$ cat src/rtl/counter_pkg.sv
// Shared definitions for the modulo up/down counter: direction encoding and
// the legal parameter envelope.
package counter_pkg;

  typedef enum logic {
    DIR_DOWN = 1'b0,
    DIR_UP   = 1'b1
  } dir_e;

  localparam int unsigned WIDTH_MIN   = 1;
  localparam int unsigned WIDTH_MAX   = 16;
  localparam int unsigned MODULUS_MIN = 2;

  function automatic bit params_legal(input int unsigned width, input int unsigned modulus);
    return (width >= WIDTH_MIN) && (width <= WIDTH_MAX) &&
           (modulus >= MODULUS_MIN) && (modulus <= (32'd1 << width));
  endfunction

endpackage

$ cat src/rtl/tff_ar.sv
// Toggle flip-flop with asynchronous active-high reset; one bit of counter state.
module tff_ar (
  input  logic clock,
  input  logic reset,
  input  logic t,
  output logic q
);

  always_ff @(posedge clock or posedge reset) begin
    if (reset)  q <= 1'b0;
    else if (t) q <= ~q;
  end

endmodule

$ cat src/rtl/mod_counter_tff.sv
// Modulo-MODULUS up/down counter with clear, parallel load, terminal count and
// registered wrap / out-of-range-load pulses; count state lives in toggle flops.
module mod_counter_tff
  import counter_pkg::*;
#(
  parameter int unsigned WIDTH   = 3,
  parameter int unsigned MODULUS = 2**WIDTH
) (
  input  logic             clock,
  input  logic             reset,
  input  logic             clr,
  input  logic             load,
  input  logic [WIDTH-1:0] din,
  input  logic             en,
  input  logic             up,
  output logic [WIDTH-1:0] q,
  output logic             tc,
  output logic             wrap,
  output logic             load_err
);

  if (!params_legal(WIDTH, MODULUS)) begin : g_bad_params
    $error("mod_counter_tff: illegal WIDTH=%0d / MODULUS=%0d", WIDTH, MODULUS);
  end

  localparam logic [WIDTH-1:0] QMAX = WIDTH'(MODULUS - 1);

  logic [WIDTH-1:0] next_q;
  logic [WIDTH-1:0] t;
  logic             wrap_d;
  logic             load_err_d;
  dir_e             dir;

  assign dir = dir_e'(up);

  always_comb begin
    next_q     = q;
    wrap_d     = 1'b0;
    load_err_d = 1'b0;
    if (clr) begin
      next_q = '0;
    end else if (load) begin
      if (32'(din) >= MODULUS) begin
        next_q     = QMAX;
        load_err_d = 1'b1;
      end else begin
        next_q = din;
      end
    end else if (en) begin
      if (dir == DIR_UP) begin
        if (q == QMAX) begin
          next_q = '0;
          wrap_d = 1'b1;
        end else begin
          next_q = q + WIDTH'(1);
        end
      end else begin
        if (q == '0) begin
          next_q = QMAX;
          wrap_d = 1'b1;
        end else begin
          next_q = q - WIDTH'(1);
        end
      end
    end
  end

  // Each flop toggles exactly where the current and next counts differ.
  assign t  = q ^ next_q;
  assign tc = en & (((dir == DIR_UP) & (q == QMAX)) | ((dir == DIR_DOWN) & (q == '0)));

  for (genvar i = 0; i < WIDTH; i++) begin : g_bit
    tff_ar u_tff (
      .clock (clock),
      .reset (reset),
      .t     (t[i]),
      .q     (q[i])
    );
  end

  always_ff @(posedge clock or posedge reset) begin
    if (reset) begin
      wrap     <= 1'b0;
      load_err <= 1'b0;
    end else begin
      wrap     <= wrap_d;
      load_err <= load_err_d;
    end
  end

endmodule

$ cat config.mk
export PLATFORM = sky130hd
export DESIGN_NAME = mod_counter_tff
export DESIGN_NICKNAME = d
export VERILOG_FILES = /design/src/rtl/counter_pkg.sv /design/src/rtl/tff_ar.sv /design/src/rtl/mod_counter_tff.sv
export SDC_FILE = /design/constraint.sdc
export NUM_CORES = 1
export LEC_CHECK = 0
export BUFFER_PORTS_ARGS = -buffer_cell sky130_fd_sc_hd__buf_2
export CORE_AREA = 2 2 39 41
export CTS_BUF_LIST = sky130_fd_sc_hd__clkbuf_2
export DETAILED_ROUTE_END_ITERATION = 8
export DIE_AREA = 0 0 41 43
export REMOVE_ABC_BUFFERS = 1
export SETUP_SLACK_MARGIN = 0.5
export SLEW_MARGIN = 25
export SYNTH_ARGS = -nofsm -noshare
export SYNTH_HDL_FRONTEND = slang
export SYNTH_SLANG_ARGS = --single-unit
$ cat constraint.sdc
create_clock -name clock -period 1.67 [get_ports clock]
set_input_delay 0.2505 -clock clock [delete_from_list [all_inputs] [get_ports clock]]
set_output_delay 0.2505 -clock clock [all_outputs]
set_load 0.005 [all_outputs]
; ---- Word-level counts from Yosys, hierarchy flattened
; Cells that the tools add are included.
[op_classes]
eq_ne = 1
n_mux = 12
bitwise = 9
n_addsub = 2
reduce_logical = 1
[ops]
columns = op, count
row1 = 2-to-1 mux 3 bit, 6
row2 = 2-to-1 mux 1 bit, 6
row3 = NOT 1 bit, 4
row4 = "adder 3 x 1 -> 3 bit, second input constant", 1
row5 = AND 1 bit, 3
row6 = "equality test 3 bit, second input constant", 1
row7 = zero test 3 bit, 1
row8 = "subtractor 3 x 1 -> 3 bit, second input constant", 1
row9 = bitwise XOR 3 bit, 1
row10 = OR 1 bit, 1
[totals]
out_inout_bits = 6
input_bits = 9
reg_bits = 4

; ---- Longest topological paths before layout
[depth]
word_depth = 7
depth_mapped = 5

; ---- Hierarchy
; From an unflattened synthesis, not the netlist that was laid out.
[unflattened]
cells_unflattened = 50
hier_area_um2 = 435.4
[modules_own_cells]
columns = mod, instances, cells_each, area_per_inst_um2
row1 = mod_counter_tff, 1, 41, 322.8
row2 = tff_ar, 3, 3, 37.5

; ---- Worst setup path before layout
; OpenSTA, ideal clock, no wires.
[synth_timing]
kind = register to register
startpoint = reg g_bit[0].u_tff.q
endpoint = reg g_bit[2].u_tff.q
path_slack_ps = 261
n_path_buf = 0
setup_ps = 131
t_arrival_ps = 1278
required_time_ps = 1539
path_stages_with_launch = 6
cell_sequence = dfrtp_1 -> inv_1 -> ha_1 -> or3_1 -> a221oi_2 -> a2111oi_2
[synth_via]
elab_chain_len = 7
word_cells_on_any_way = 11
classes_between = 2 x add/sub / 1 x eq/ne / 6 x mux / 1 x bitwise / 1 x reduce/logical
[synth_lines]
columns = item, line
row1 = start: declaration, tff_ar.sv:6  ; output logic q
row2 = start signal: assignment, tff_ar.sv:11  ; else if (t) q <= ~q;
row3 = subtractor 3 x 1 -> 3 bit (tied with other cells), mod_counter_tff.sv:62  ; next_q = q - WIDTH'(1);
row4 = "2-to-1 mux 3 bit, on equally long branches", "mod_counter_tff.sv:58, mod_counter_tff.sv:51"
row5 = 2-to-1 mux 3 bit (*), mod_counter_tff.sv:50  ; if (dir == DIR_UP) begin
row6 = 2-to-1 mux 3 bit (*), mod_counter_tff.sv:49  ; end else if (en) begin
row7 = 2-to-1 mux 3 bit (*), mod_counter_tff.sv:42  ; end else if (load) begin
row8 = 2-to-1 mux 3 bit (*), mod_counter_tff.sv:40  ; if (clr) begin
row9 = bitwise XOR 3 bit (*), mod_counter_tff.sv:69  ; assign t = q ^ next_q;
row10 = end signal: assignment, tff_ar.sv:11
row11 = end: declaration, tff_ar.sv:6
; Every way passes the cells marked *; elsewhere a longest branch is shown, timed or not.
; A chain may end at the register's enable or synchronous reset.

; ---- Worst setup path in the final report
[layout_timing]
startpoint = reg g_bit[0].u_tff.q
endpoint = out tc
[layout_via]
elab_chain_len = 4
word_cells_on_any_way = 6
classes_between = 1 x eq/ne / 4 x bitwise / 1 x reduce/logical
[layout_lines]
columns = item, line
row1 = equality test 3 bit or zero test 3 bit (tied branches), mod_counter_tff.sv:70  ; assign tc = en & (((dir == DIR_UP) & (q == QMAX)) | ((dir == DIR_DOWN) & (q == '0)));
row2 = AND 1 bit, mod_counter_tff.sv:70
row3 = OR 1 bit (*), mod_counter_tff.sv:70
row4 = AND 1 bit (*), mod_counter_tff.sv:70
row5 = end: declaration, mod_counter_tff.sv:17  ; output logic tc,
; Marks and branches as above.

==> results.md <==
* Status: finished, final reports clean
* Drt total wl at 854 um
* Placed cells at 65
* Yosys reg bits at 4
* Period utilization at 99.2%
* Final #Nets at 73
* Final Max Slew Viols at 0
* WP data required at 1420 ps
* Proportion of layout cells with a drive suffix above 1 at 60.3%
* DRT iter0 DRCs at 3
* Count of cell types in the netlist at 22
* Synth area leaders: dfrtp_1, ha_1, buf_4
* Synthesized instance count at 41
* Synth Cell Area at 370 sq um
* Detailed-route DRC error count at 0
* Overflow after GRT at 0
* FP Rows at 14
* Post-DRT Antenna Nets at 0
* Antenna diodes at 0
* EDFF count, synth at 0
* Hpwl dp at 589 um
* Post-synth ARST share at 100%
* RSZ-0062 raised after global routing: true
* Total track usage at 11.8%
* Die Y-Extent at 43 um
* CTS buffer count at 3
* Deepest clock path buffer count at 2
* Root buf cell: clkbuf_2
* Yosys warns at 0
* Worst flop-to-flop path startpoint: g_bit[0].u_tff.q
* Die Area at 1760 sq um
* Cell count of the worst reg-to-reg path at 7
* Initial antenna violation count at 0
* Critical Path AT at 1410 ps
* Top cell type's share of synthesized area at 27.0%
* Global placement routability congestion at 0.712
* Fin Hold WS at 266 ps
* I/O pin total at 15
* 1st-pass router iterations at 3
* Dpl ws at 122 ps
* Clock Skew at 3.92 ps
* H-tree Lvls at 1
* P&R area growth vs syn at 48.6%
* Avg Vias per Cell at 4.73
* Maximum capacitance violations at 0
* Tmin final at 1660 ps
* Largest net degree at the start of global routing at 9
* Pwr dens at 567 nW/um^2
* Clock Sink Count at 4
* Initial core utilization at 26.8%
* Hold depth at 2
* Peak supply drop at 0.000304 V
* Setup crit end kind: primary output
* Routed wire per std cell at 11.5 um
* Number of global-route vias before repair at 352
* Syn_area_per_cell at 9.03 sq um
* Critical path launch point type: flip-flop
* Vias at 350
* Crit path kind: reg2out
* Final WS setup at 14.1 ps
* Origin of the worst setup path: g_bit[0].u_tff.q
* Non-Filler Instances at 74
* Ys flop type: dfrtp_1
* # fillers at 150
* Sequential cell area fraction in the yosys report at 27.0%
* CTS tree: built
* Core area at 1380 sq um
* Die Wd at 41 um
* First-pass GRT wire length at 1410 um
* HP Class: in2reg
* F_max at 604 MHz
* Hold wc startpoint: clr
* Most frequent cell after synthesis: inv_1
* Total power at 0.312 mW
* Port Buffer Count at 13
* Setup violators final at 0
* Largest area contributor in the netlist: dfrtp_1
* Most frequent cells after synthesis: inv_1, buf_4, dfrtp_1, ha_1
* Final Hold Vio Count at 0
* Worst-path clk slew at 50 ps
* Static Leak at 0.273 nW
* Worst Path Max Fanout at 4
* Worst-Skew Late Latency at 200 ps
report_power, final:
| part | total (mW) | internal [mW] | switching (mW) | leakage [nW] |
|---|---|---|---|---|
| sequential | 0.113 | 0.104 | 0.00915 | 0.0513 |
| clock | 0.0878 | 0.0483 | 0.0395 | 0.0125 |
| combinational | 0.111 | 0.0593 | 0.0518 | 0.209 |
critical path: stages, from the launching register on:
cell and delay [ps]:
dfrtp_1 410, ha_2 210, ha_4 160, and2_4 130
o21a_1 170, buf_2 120
cell type report:
type,instances,area [sq um],area share (%)
Inverter,6,22.5,4.09
Multi-Input combinational cell,26,272,49.3
Tap cell,16,20.0,3.64
Sequential cell,4,101,18.4
Timing Repair Buffer,19,120,21.8
Clock buffer,3,15.0,2.73
state kept, by name, indices dropped and copies added (netlist names):
name           flops
g_bit.u_tff.q      3
wrap               1
layer usage:
layer	vias up	track usage, %	routed length [um]
met4	0	6.00	0
met2	12	18.1	432
met3	0	2.09	44
li1	174	-	-
met1	164	15.0	378
met5	-	0	0
per-stage QoR:
step	instance area [sq um]	setup TNS [ps]	util, %
5_1_grt	551	-40.8	39.8
4_1_cts	520	0	37.6
6_report	551	0	39.8
3_3_place_gp	420	0	30.4
3_5_place_dp	420	0	30.4
2_1_floorplan	335	0	-
placed cells by master (no fill, tap or decap), drive strengths merged, types with 2 or more instances in the layout:
master / count
nand2b: 3
nor3b: 2
buf: 18
a221oi: 3
clkbuf: 3
inv: 6
a21oi: 3
dfrtp: 4
ha: 4
what timing repair did:
item,in CTS,in global routing
pin swaps,6,3
gates resized for setup,9,5
hold buffers,1,0
setup endpoints to repair,5,6
buffers inserted,3,2
hold endpoints to repair,4,0
worst paths after layout:
kind                               endpoint  slack, ps
min in group asynchronous              wrap        470
max in group asynchronous  g_bit[2].u_tff.q       1040
setup reg to reg           g_bit[1].u_tff.q        100
hold reg to reg            g_bit[1].u_tff.q        780
hold / removal             g_bit[0].u_tff.q        270
setup / recovery                         tc         10
logic make-up after synthesis:
family | synth area share (%)
simple gates | 17.9
buf+inv | 15.5
flops | 27.0
fa+ha+maj | 13.5
other cells | 1.01
compound gates | 25.0
No activity file was read; power rests on OpenSTA's default activity.
